===== config.mk =====
export PLATFORM = sky130hd
export DESIGN_NAME = ctrl_pipe
export DESIGN_NICKNAME = d
export VERILOG_FILES = /design/src/rtl/ctrl_pkg.sv /design/src/rtl/ctrl_decode.sv /design/src/rtl/ctrl_pipe.sv
export SDC_FILE = /design/constraint.sdc
export NUM_CORES = 1
export LEC_CHECK = 0
export CAP_MARGIN = 5
export CORE_ASPECT_RATIO = 1.75
export CORE_MARGIN = 3
export CORE_UTILIZATION = 45
export CTS_CLUSTER_DIAMETER = 120
export CTS_CLUSTER_SIZE = 30
export DETAILED_ROUTE_END_ITERATION = 10
export PLACE_DENSITY = 0.78
export SYNTH_ARGS = -nofsm -noshare
export SYNTH_HDL_FRONTEND = slang
export SYNTH_SLANG_ARGS = --single-unit

===== constraint.sdc =====
create_clock -name clk -period 2.1 [get_ports clk]
set_input_delay 0.315 -clock clk [delete_from_list [all_inputs] [get_ports clk]]
set_output_delay 0.315 -clock clk [all_outputs]
set_load 0.01 [all_outputs]

===== src/rtl/ctrl_pkg.sv =====
// Shared control-bundle types, opcode map and the decode table for the pipelined controller.
package ctrl_pkg;

  localparam logic [3:0] OpNop  = 4'b0000;
  localparam logic [3:0] OpSvpc = 4'b1111;
  localparam logic [3:0] OpLd   = 4'b1110;
  localparam logic [3:0] OpSt   = 4'b0011;
  localparam logic [3:0] OpAdd  = 4'b0100;
  localparam logic [3:0] OpInc  = 4'b0101;
  localparam logic [3:0] OpNeg  = 4'b0110;
  localparam logic [3:0] OpSub  = 4'b0111;
  localparam logic [3:0] OpJ    = 4'b1000;
  localparam logic [3:0] OpBrz  = 4'b1001;
  localparam logic [3:0] OpJm   = 4'b1010;
  localparam logic [3:0] OpBrn  = 4'b1011;

  // Bit positions inside the 7-bit MEM bundle.
  localparam int unsigned MemReadBit  = 6;
  localparam int unsigned MemWriteBit = 5;
  localparam int unsigned RegWriteBit = 4;
  localparam int unsigned MemToRegBit = 3;
  localparam int unsigned PcToRegBit  = 2;
  localparam int unsigned BranchBit   = 1;
  localparam int unsigned JumpBit     = 0;

  localparam int unsigned AluW     = 3;
  localparam int unsigned MemCtrlW = 7;
  localparam int unsigned WbCtrlW  = 3;

  typedef struct packed {
    logic [AluW-1:0]     alu_op;
    logic [MemCtrlW-1:0] mem;
  } ctrl_t;

  localparam int unsigned CtrlW = $bits(ctrl_t);
  localparam ctrl_t CtrlBubble = '0;

  typedef struct packed {
    ctrl_t ctrl;
    logic  illegal;
  } dec_t;

  function automatic dec_t decode(logic [3:0] op);
    dec_t d;
    d.ctrl    = CtrlBubble;
    d.illegal = 1'b0;
    case (op)
      OpNop:   d.ctrl = {3'b011, 7'b0000000};
      OpSvpc:  d.ctrl = {3'b111, 7'b0010100};
      OpLd:    d.ctrl = {3'b111, 7'b1011000};
      OpSt:    d.ctrl = {3'b111, 7'b0100000};
      OpAdd:   d.ctrl = {3'b100, 7'b0010000};
      OpInc:   d.ctrl = {3'b010, 7'b0010000};
      OpNeg:   d.ctrl = {3'b001, 7'b0010000};
      OpSub:   d.ctrl = {3'b000, 7'b0010000};
      OpJ:     d.ctrl = {3'b011, 7'b0000001};
      OpBrz:   d.ctrl = {3'b011, 7'b0000010};
      OpJm:    d.ctrl = {3'b001, 7'b1000001};
      OpBrn:   d.ctrl = {3'b011, 7'b0000010};
      default: d.illegal = 1'b1;
    endcase
    return d;
  endfunction

endpackage


===== src/rtl/ctrl_decode.sv =====
// Combinational opcode decoder: maps an ID-stage opcode to its control bundle and illegal flag.
module ctrl_decode
  import ctrl_pkg::*;
#(
  parameter int unsigned OPCODE_W = 4
) (
  input  logic [OPCODE_W-1:0] opcode,
  output logic [CtrlW-1:0]    ctrl,
  output logic                illegal
);

  logic [OPCODE_W-1:0] opcode_hi;
  dec_t                dec;

  always_comb begin
    // Any bit above the 4-bit table makes the code undefined.
    opcode_hi = opcode >> 4;
    dec       = decode(4'(opcode));
    ctrl      = dec.ctrl;
    illegal   = dec.illegal | (|opcode_hi);
    if (|opcode_hi) begin
      ctrl = CtrlBubble;
    end
  end

endmodule


===== src/rtl/ctrl_pipe.sv =====
// Pipelined controller: decodes ID opcodes and carries control through ID/EX, EX/MEM, MEM/WB,
// with load-use stall, taken-branch flush and illegal-opcode capture.
module ctrl_pipe
  import ctrl_pkg::*;
#(
  parameter int unsigned OPCODE_W = 4,
  parameter int unsigned ALUOP_W  = 3,
  parameter int unsigned REG_W    = 6,
  parameter int unsigned CNT_W    = 8
) (
  input  logic                clk,
  input  logic                rst_n,
  input  logic                id_valid,
  input  logic [OPCODE_W-1:0] id_opcode,
  input  logic [REG_W-1:0]    id_rs,
  input  logic [REG_W-1:0]    id_rt,
  input  logic [REG_W-1:0]    id_rd,
  input  logic                flush,
  output logic                stall_out,
  output logic                ex_valid,
  output logic [ALUOP_W-1:0]  ex_alu_op,
  output logic [REG_W-1:0]    ex_rd,
  output logic                mem_valid,
  output logic [6:0]          mem_ctrl,
  output logic                wb_valid,
  output logic [2:0]          wb_ctrl,
  output logic [REG_W-1:0]    wb_rd,
  output logic                illegal_op,
  output logic [CNT_W-1:0]    illegal_cnt
);

  logic [CtrlW-1:0] dec_ctrl;
  logic             dec_illegal;
  ctrl_t            id_ctrl;

  ctrl_decode #(
    .OPCODE_W(OPCODE_W)
  ) u_decode (
    .opcode (id_opcode),
    .ctrl   (dec_ctrl),
    .illegal(dec_illegal)
  );

  assign id_ctrl = dec_ctrl;

  logic                  ex_valid_q, ex_valid_d;
  ctrl_t                 ex_ctrl_q, ex_ctrl_d;
  logic [REG_W-1:0]      ex_rd_q, ex_rd_d;
  logic                  mem_valid_q, mem_valid_d;
  logic [MemCtrlW-1:0]   mem_ctrl_q, mem_ctrl_d;
  logic [REG_W-1:0]      mem_rd_q, mem_rd_d;
  logic                  wb_valid_q, wb_valid_d;
  logic [WbCtrlW-1:0]    wb_ctrl_q, wb_ctrl_d;
  logic [REG_W-1:0]      wb_rd_q, wb_rd_d;
  logic                  illegal_q, illegal_d;
  logic [CNT_W-1:0]      cnt_q, cnt_d;
  logic                  stall, issue;

  always_comb begin
    // Flush outranks the hazard: the stalled instruction is being squashed anyway.
    stall = id_valid & ex_valid_q & ex_ctrl_q.mem[MemReadBit] &
            ((ex_rd_q == id_rs) | (ex_rd_q == id_rt)) & ~flush;
    issue = id_valid & ~stall & ~flush;

    ex_valid_d = 1'b0;
    ex_ctrl_d  = CtrlBubble;
    ex_rd_d    = '0;
    if (issue) begin
      ex_valid_d = 1'b1;
      ex_ctrl_d  = id_ctrl;
      ex_rd_d    = id_rd;
    end

    mem_valid_d = 1'b0;
    mem_ctrl_d  = '0;
    mem_rd_d    = '0;
    if (!flush) begin
      mem_valid_d = ex_valid_q;
      mem_ctrl_d  = ex_ctrl_q.mem;
      mem_rd_d    = ex_rd_q;
    end

    // The flushing branch sits in MEM, so it still retires.
    wb_valid_d = mem_valid_q;
    wb_ctrl_d  = mem_ctrl_q[RegWriteBit -: WbCtrlW];
    wb_rd_d    = mem_rd_q;

    illegal_d = illegal_q;
    cnt_d     = cnt_q;
    if (issue && dec_illegal) begin
      illegal_d = 1'b1;
      if (cnt_q != {CNT_W{1'b1}}) begin
        cnt_d = cnt_q + 1'b1;
      end
    end
  end

  always_ff @(posedge clk or negedge rst_n) begin
    if (!rst_n) begin
      ex_valid_q  <= 1'b0;
      ex_ctrl_q   <= CtrlBubble;
      ex_rd_q     <= '0;
      mem_valid_q <= 1'b0;
      mem_ctrl_q  <= '0;
      mem_rd_q    <= '0;
      wb_valid_q  <= 1'b0;
      wb_ctrl_q   <= '0;
      wb_rd_q     <= '0;
      illegal_q   <= 1'b0;
      cnt_q       <= '0;
    end else begin
      ex_valid_q  <= ex_valid_d;
      ex_ctrl_q   <= ex_ctrl_d;
      ex_rd_q     <= ex_rd_d;
      mem_valid_q <= mem_valid_d;
      mem_ctrl_q  <= mem_ctrl_d;
      mem_rd_q    <= mem_rd_d;
      wb_valid_q  <= wb_valid_d;
      wb_ctrl_q   <= wb_ctrl_d;
      wb_rd_q     <= wb_rd_d;
      illegal_q   <= illegal_d;
      cnt_q       <= cnt_d;
    end
  end

  assign stall_out   = stall;
  assign ex_valid    = ex_valid_q;
  assign ex_alu_op   = ALUOP_W'(ex_ctrl_q.alu_op);
  assign ex_rd       = ex_rd_q;
  assign mem_valid   = mem_valid_q;
  assign mem_ctrl    = mem_ctrl_q;
  assign wb_valid    = wb_valid_q;
  assign wb_ctrl     = wb_ctrl_q;
  assign wb_rd       = wb_rd_q;
  assign illegal_op  = illegal_q;
  assign illegal_cnt = cnt_q;

endmodule


==> impl_results.html <==
<table>
<tr><th>Metric</th><th>Value</th></tr>
<tr><th colspan="2">Clock tree</th></tr>
<tr><td>Clk root buf</td><td>sky130_fd_sc_hd__clkbuf_8</td></tr>
<tr><td>Clock-pin slew reported for the worst setup and hold paths after clock tree synthesis</td><td>roughly 0.090 ns</td></tr>
<tr><td>Num CTS Buffers</td><td>5</td></tr>
<tr><td>Clock Latency Late Sink</td><td>roughly 0.3 ns</td></tr>
<tr><td>TritonCTS clock tree</td><td>done</td></tr>
<tr><td>Maximum root-to-sink buffer count</td><td>2</td></tr>
<tr><td>H-tree levels</td><td>2</td></tr>
<tr><td>CTS Sinks</td><td>50</td></tr>
<tr><th colspan="2">Timing</th></tr>
<tr><td>Highest Clock Rate</td><td>slightly above 500 MHz</td></tr>
<tr><td>Count of final hold-check violations</td><td>0</td></tr>
<tr><td>Slew of the pin with the lowest slew margin</td><td>0.348 ns</td></tr>
<tr><td>Shortest period the worst path allows</td><td>1.94 ns</td></tr>
<tr><td>Worst slew slack as a fraction of its limit</td><td>about three quarters</td></tr>
<tr><td>Final setup slack of the worst path</td><td>0.162 ns</td></tr>
<tr><td>Setup total negative slack</td><td>0 ns</td></tr>
<tr><td>Unrepaired setup endpoints after global routing</td><td>false</td></tr>
<tr><td>Post-route clock period utilization</td><td>between 90% and 100%</td></tr>
<tr><td>Number of max-slew violations in the final report</td><td>0</td></tr>
<tr><td>Clk_skew</td><td>0.00676 ns</td></tr>
<tr><td>Smallest hold slack</td><td>about 0.35 ns</td></tr>
<tr><td>Final Setup Violations</td><td>0</td></tr>
<tr><th colspan="2">Place</th></tr>
<tr><td>Placed Instance Area</td><td>roughly 2800 µm²</td></tr>
<tr><td>GPL Wtd Cong</td><td>roughly 0.79</td></tr>
<tr><td>Pre-CTS setup slack</td><td>-0.192 ns</td></tr>
<tr><td>IO buf count</td><td>63</td></tr>
<tr><td>Dpl hpwl</td><td>around 3200 µm</td></tr>
<tr><td>Cells after DPL</td><td>282</td></tr>
<tr><th colspan="2">Synth</th></tr>
<tr><td>Cell count after synthesis</td><td>159</td></tr>
<tr><td>Cell type contributing the most total cell area after synthesis</td><td>sky130_fd_sc_hd__dfrtp_1</td></tr>
<tr><td>Synthesized netlist net count</td><td>~190</td></tr>
<tr><td>Count of warnings emitted by yosys</td><td>0</td></tr>
<tr><td>Number of flops mapped to enable cells by yosys</td><td>0</td></tr>
<tr><td>Share of Yosys cell area claimed by the top area cell type</td><td>just over 60%</td></tr>
<tr><td>Average size of a mapped cell</td><td>approximately 13 µm²</td></tr>
<tr><td>Synth area leaders</td><td>sky130_fd_sc_hd__dfrtp_1, sky130_fd_sc_hd__xor2_1, sky130_fd_sc_hd__nor2b_1, sky130_fd_sc_hd__xnor2_1, sky130_fd_sc_hd__and2_1</td></tr>
<tr><td>#FFs+latches synth</td><td>50</td></tr>
<tr><td>Proportion of synthesized chip area in sequential cells</td><td>about 62%</td></tr>
<tr><td>Number of distinct library cells after synthesis</td><td>38</td></tr>
<tr><td>Most instantiated flip-flop cell in the synthesis netlist</td><td>sky130_fd_sc_hd__dfrtp_1</td></tr>
<tr><td>Async S/R FF share, synth</td><td>100%</td></tr>
<tr><td>Post-synthesis cell area</td><td>about 2000 µm²</td></tr>
<tr><th colspan="2">Cells and area</th></tr>
<tr><td>Area growth, synth to finish</td><td>47.4%</td></tr>
<tr><td>Commonest non-fill, non-tap cells in the layout</td><td>sky130_fd_sc_hd__clkdlybuf4s50_1, sky130_fd_sc_hd__dfrtp_1, sky130_fd_sc_hd__buf_4</td></tr>
<tr><td>Utilization after layout</td><td>about 70%</td></tr>
<tr><td>Most common cell after layout, fill and taps aside</td><td>sky130_fd_sc_hd__clkdlybuf4s50_1</td></tr>
<tr><td>Antenna cells</td><td>0</td></tr>
<tr><td>Fill count</td><td>~330</td></tr>
<tr><td>Post-route insts no fill</td><td>approximately 290</td></tr>
<tr><td>Layout cell share with drive strength beyond 1</td><td>16.7%</td></tr>
<tr><td>Final net count</td><td>around 270</td></tr>
<tr><td>Layout Cell Area excl Fill</td><td>2960 µm²</td></tr>
<tr><th colspan="2">Global routing</th></tr>
<tr><td>Initial antenna violation count</td><td>0</td></tr>
<tr><td>Sum of overflow across all layers after global routing</td><td>0</td></tr>
<tr><td>Gr usage total</td><td>between 10% and 20%</td></tr>
<tr><td>Via count of the first global-routing pass</td><td>roughly 1,500</td></tr>
<tr><td>First-pass GRT wire length</td><td>approximately 6700 µm</td></tr>
<tr><td>Pin count of the biggest net entering global routing</td><td>25</td></tr>
<tr><th colspan="2">Die</th></tr>
<tr><td>Die extent in y</td><td>94.3 µm</td></tr>
<tr><td>Die boundary width</td><td>56.5 µm</td></tr>
<tr><td>Die area</td><td>between 5000 and 6000 µm²</td></tr>
<tr><td>IO Pins</td><td>64</td></tr>
<tr><td>Row cnt</td><td>31</td></tr>
<tr><td>Starting utilization of the core area</td><td>between 40% and 50%</td></tr>
<tr><td>Core Region</td><td>~4200 µm²</td></tr>
<tr><th colspan="2">Outcome</th></tr>
<tr><td>Status</td><td>finished, final reports clean</td></tr>
<tr><th colspan="2">Drt</th></tr>
<tr><td>Antenna-violating nets left</td><td>0</td></tr>
<tr><td>Number of iterations in the first detailed-routing pass</td><td>4</td></tr>
<tr><td>Post-detailed-route DRC marker count</td><td>0</td></tr>
<tr><td>WL per Instance</td><td>approximately 14 µm</td></tr>
<tr><td>Starting DRC count in detailed routing</td><td>34</td></tr>
<tr><td>Via density per instance</td><td>5.00</td></tr>
<tr><td>Final routed wirelength across all metal layers</td><td>approximately 4200 µm</td></tr>
<tr><td>Vias after detailed routing</td><td>roughly 1,500</td></tr>
<tr><th colspan="2">Critical path</th></tr>
<tr><td>Largest stage delay on the critical path</td><td>approximately 0.49 ns</td></tr>
<tr><td>Max stage delay cell, worst path</td><td>sky130_fd_sc_hd__clkdlybuf4s50_1</td></tr>
<tr><td>Endpoint kind of the worst setup timing path</td><td>flip-flop</td></tr>
<tr><td>Critical path type</td><td>in2reg</td></tr>
<tr><td>Arrival time at the worst endpoint</td><td>approximately 2.1 ns</td></tr>
<tr><td>Data required time of the critical path</td><td>about 2.3 ns</td></tr>
<tr><td>Maximum fanout along the worst path</td><td>5</td></tr>
<tr><td>Chain of cells forming the critical path</td><td>clkdlybuf4s50_1 &gt; xor2_1 &gt; nor4_2 &gt; a22oi_2 &gt; buf_4 &gt; nand3b_4 &gt; inv_4 &gt; and3_4 &gt; mux2_4</td></tr>
<tr><td>Element type at the critical path start</td><td>primary input</td></tr>
<tr><th colspan="2">Power</th></tr>
<tr><td>Sum of internal, switching and leakage power</td><td>2.24 mW</td></tr>
<tr><td>Total leakage power</td><td>1.37 nW</td></tr>
<tr><td>Power Density</td><td>about 760 nW/µm²</td></tr>
<tr><td>Peak supply drop</td><td>between 700 and 800 µV</td></tr>
<tr><th colspan="2">Min path</th></tr>
<tr><td>Hold WC Path Type</td><td>reg2reg</td></tr>
<tr><th colspan="2">Job</th></tr>
<tr><td># Max-Cap Violations</td><td>0</td></tr>
</table>
[cells by family after synthesis]
family / Yosys count / synth area share [%]
XOR/XNOR: 20 / 8.73
flip-flops: 50 / 62.3
buffers and inverters: 12 / 3.24
AND/OR/NAND/NOR: 64 / 20.1
AO/OA/AOI/OAI: 11 / 4.18
multiplexers: 1 / 0.748
adder cells (fa/ha/maj): 1 / 0.623
[final timing paths]
check	startpoint	slack (ns)	end	depth (start not counted)
min in group asynchronous	rst_n	0.39	illegal_cnt[0]	2
worst min register to register	mem_rd_q[0]	0.35	wb_rd[0]	0
max in group asynchronous	rst_n	1.17	ex_ctrl_q[0]	3
worst max register to register	ex_rd[2]	0.20	illegal_cnt[1]	9
worst min-delay path	mem_rd_q[0]	0.35	wb_rd[0]	0
worst max-delay path	id_rt[0]	0.16	illegal_cnt[1]	9
[timing repair]
action                                  CTS  global route
pin swaps                                 1             2
endpoints found under the setup margin    1             1
setup buffers                             2             1
gates resized for setup                   1             2
hold buffers                              1             0
cloned                                    0             0
endpoints found under the hold margin     7             0
[critical path: cells and delay by family]
family                    cells  cell delay (ns)
and+or+nand+nor               3             0.36
muxes                         1             0.29
xor gates and xnor gates      1             0.22
buffers and inverters         3             0.73
AOI/OAI and AO/OA             1             0.22
[state kept, by name, indices dropped and copies added, names as in the netlist]
register	flops
illegal_cnt	8
ex_ctrl_q	7
mem_ctrl	7
ex_rd	6
mem_rd_q	6
wb_rd	6
ex_alu_op	3
wb_ctrl	3
ex_valid	1
illegal_op	1
mem_valid	1
wb_valid	1
[layout make-up]
class	instances	area [µm²]	area share, %
flip-flops and latches	50	1250	42.3
repair buffers	86	796	26.9
multi-input cells	97	691	23.3
clock buffers	6	82.6	2.79
well taps	49	61.3	2.07
clock inverters	2	60.1	2.03
inverters	4	17.5	0.592
[synthesized netlist by cell type, types with 3 or more instances]
library cell / instances
sky130_fd_sc_hd__nand2_1: 9
sky130_fd_sc_hd__nor2b_1: 11
sky130_fd_sc_hd__and2b_1: 3
sky130_fd_sc_hd__nor4_1: 3
sky130_fd_sc_hd__buf_4: 4
sky130_fd_sc_hd__nor3_1: 6
sky130_fd_sc_hd__nand4_1: 4
sky130_fd_sc_hd__inv_1: 3
sky130_fd_sc_hd__dfrtp_1: 50
sky130_fd_sc_hd__xnor2_1: 7
sky130_fd_sc_hd__and2_1: 7
sky130_fd_sc_hd__xor2_1: 13
sky130_fd_sc_hd__nor2_1: 7
[power breakdown]
part	total (mW)	switching [mW]	internal [mW]
registers	1.08	0.0586	1.02
logic	0.358	0.144	0.214
clock network	0.805	0.298	0.507
total	2.24	0.500	1.74
[layer usage]
layer | global-route usage (%) | share of wire, % | wire [µm] | vias to the layer above
met5 | 0 | 0 | 0 | -
met3 | 3.83 | 5.5 | 231 | 11
li1 | - | - | - | 702
met4 | 7.13 | 2.7 | 113 | 0
met1 | 17.1 | 34 | 1420 | 708
met2 | 31.3 | 58 | 2460 | 50
Power figures use the tool's default switching activity.
==> edit (same flow settings) <==
`OPCODE_W` is set to 4 in 2 places; all go to 6.
--- a/src/rtl/ctrl_decode.sv
+++ b/src/rtl/ctrl_decode.sv
@@ -4,3 +4,3 @@
 #(
-  parameter int unsigned OPCODE_W = 4
+  parameter int unsigned OPCODE_W = 6
 ) (
--- a/src/rtl/ctrl_pipe.sv
+++ b/src/rtl/ctrl_pipe.sv
@@ -5,3 +5,3 @@
 #(
-  parameter int unsigned OPCODE_W = 4,
+  parameter int unsigned OPCODE_W = 6,
   parameter int unsigned ALUOP_W  = 3,
Ports: changed (resized id_opcode); port bits go from 64 to 66. The function was not compared with the original's and may differ.
==> edit against the original RTL <==
- worst setup slack gained 0.051 ns
- sequential share of layout area rose by 0.51 points
- synthesized area rose by 1.6%
- routed wire length shrank 7.5%
- sequential cell count stayed put
- cell area is 1.2% lower
- critical path type is now in -> out
- highest routed layer unchanged
- via count is 2.9% lower
- total power is 0.98% higher
- worst hold slack worse by 0.25 ns
- maximum frequency up 2.7%
==> edit: results <==
[cells_and_area]
area_share_nonclk_buffers_pct = 26.1
multi_input_comb_area_um2 = 721
n_all_buffers = 79
clkCellAreaFrac_pct = 3.89
final_cells = 288
drive_gt1_share_pct = 14.6
nMultiInputCombCells = 98
seq_share_pct = 42.8

[sta]
relSlewSlack_pct = 60.4

[setup_path]
cpPeakStageDelay_ns = 0.43
path_max_fanout = 2

[logic_synthesis]
synthTopCellsByArea = dfrtp_1 61%, xnor2_1 5.6%, nor2b_1 4.9%
synthTopCellsByCount = 50 x dfrtp_1, 16 x nor2b_1, 13 x xnor2_1
syn_avg_cell_area_um2 = 12.7
synth-xor-area-share_pct = 8.59
ys_seq_area_share_pct = 61.3
synth_compound_area_share_pct = 4.48
synth_top_area_share_pct = 61.3

[global_route]
grt.met1_usage_pct = 17.7
track_usage_pct = 16.0

[drt]
routedLengthMet1_um = 1450

[placed_design]
hpwl_um = 2980
gp_congestion = 0.773
dp_slack_ns = -0.0649
post_dp_cell_area_um2 = 2810
numPortBuffers = 65

[clock_tree]
post-cts-setup-buffers = 0

[power]
irDropWorstVdd_mv = 0.870

[status]
outcome = completed
## edit: cell types whose count changed in the layout (fill, tap and decap cells not counted), moves of 3 or more
cell | unedited run | this run
buf_4 | 22 | 13
nor2b_1 | 11 | 16
and2b_1 | 3 | 0
xnor2_1 | 7 | 13
nand2_1 | 9 | 6
xor2_1 | 13 | 7
nand3_1 | 2 | 6
## edit: final timing paths
| check | start | to | slack (ns) | cells past startpoint |
|---|---|---|---|---|
| worst max-delay path | flush | stall_out | 0.21 | 5 |
| worst min-delay path | rst_n | wb_rd[2] | 0.10 | 2 |
| worst max register to register | ex_rd[1] | illegal_cnt[1] | 0.31 | 6 |
| worst min register to register | mem_rd_q[2] | wb_rd[2] | 0.35 | 0 |
| max in group asynchronous | rst_n | mem_ctrl[5] | 1.60 | 2 |
| min in group clk | mem_rd_q[2] | wb_rd[2] | 0.35 | 0 |
## edit: power by group
| group | internal (µW) | switching, µW |
|---|---|---|
| Combinational | 260 | 201 |
| Sequential | 1030 | 98.9 |
| Clock | 354 | 311 |
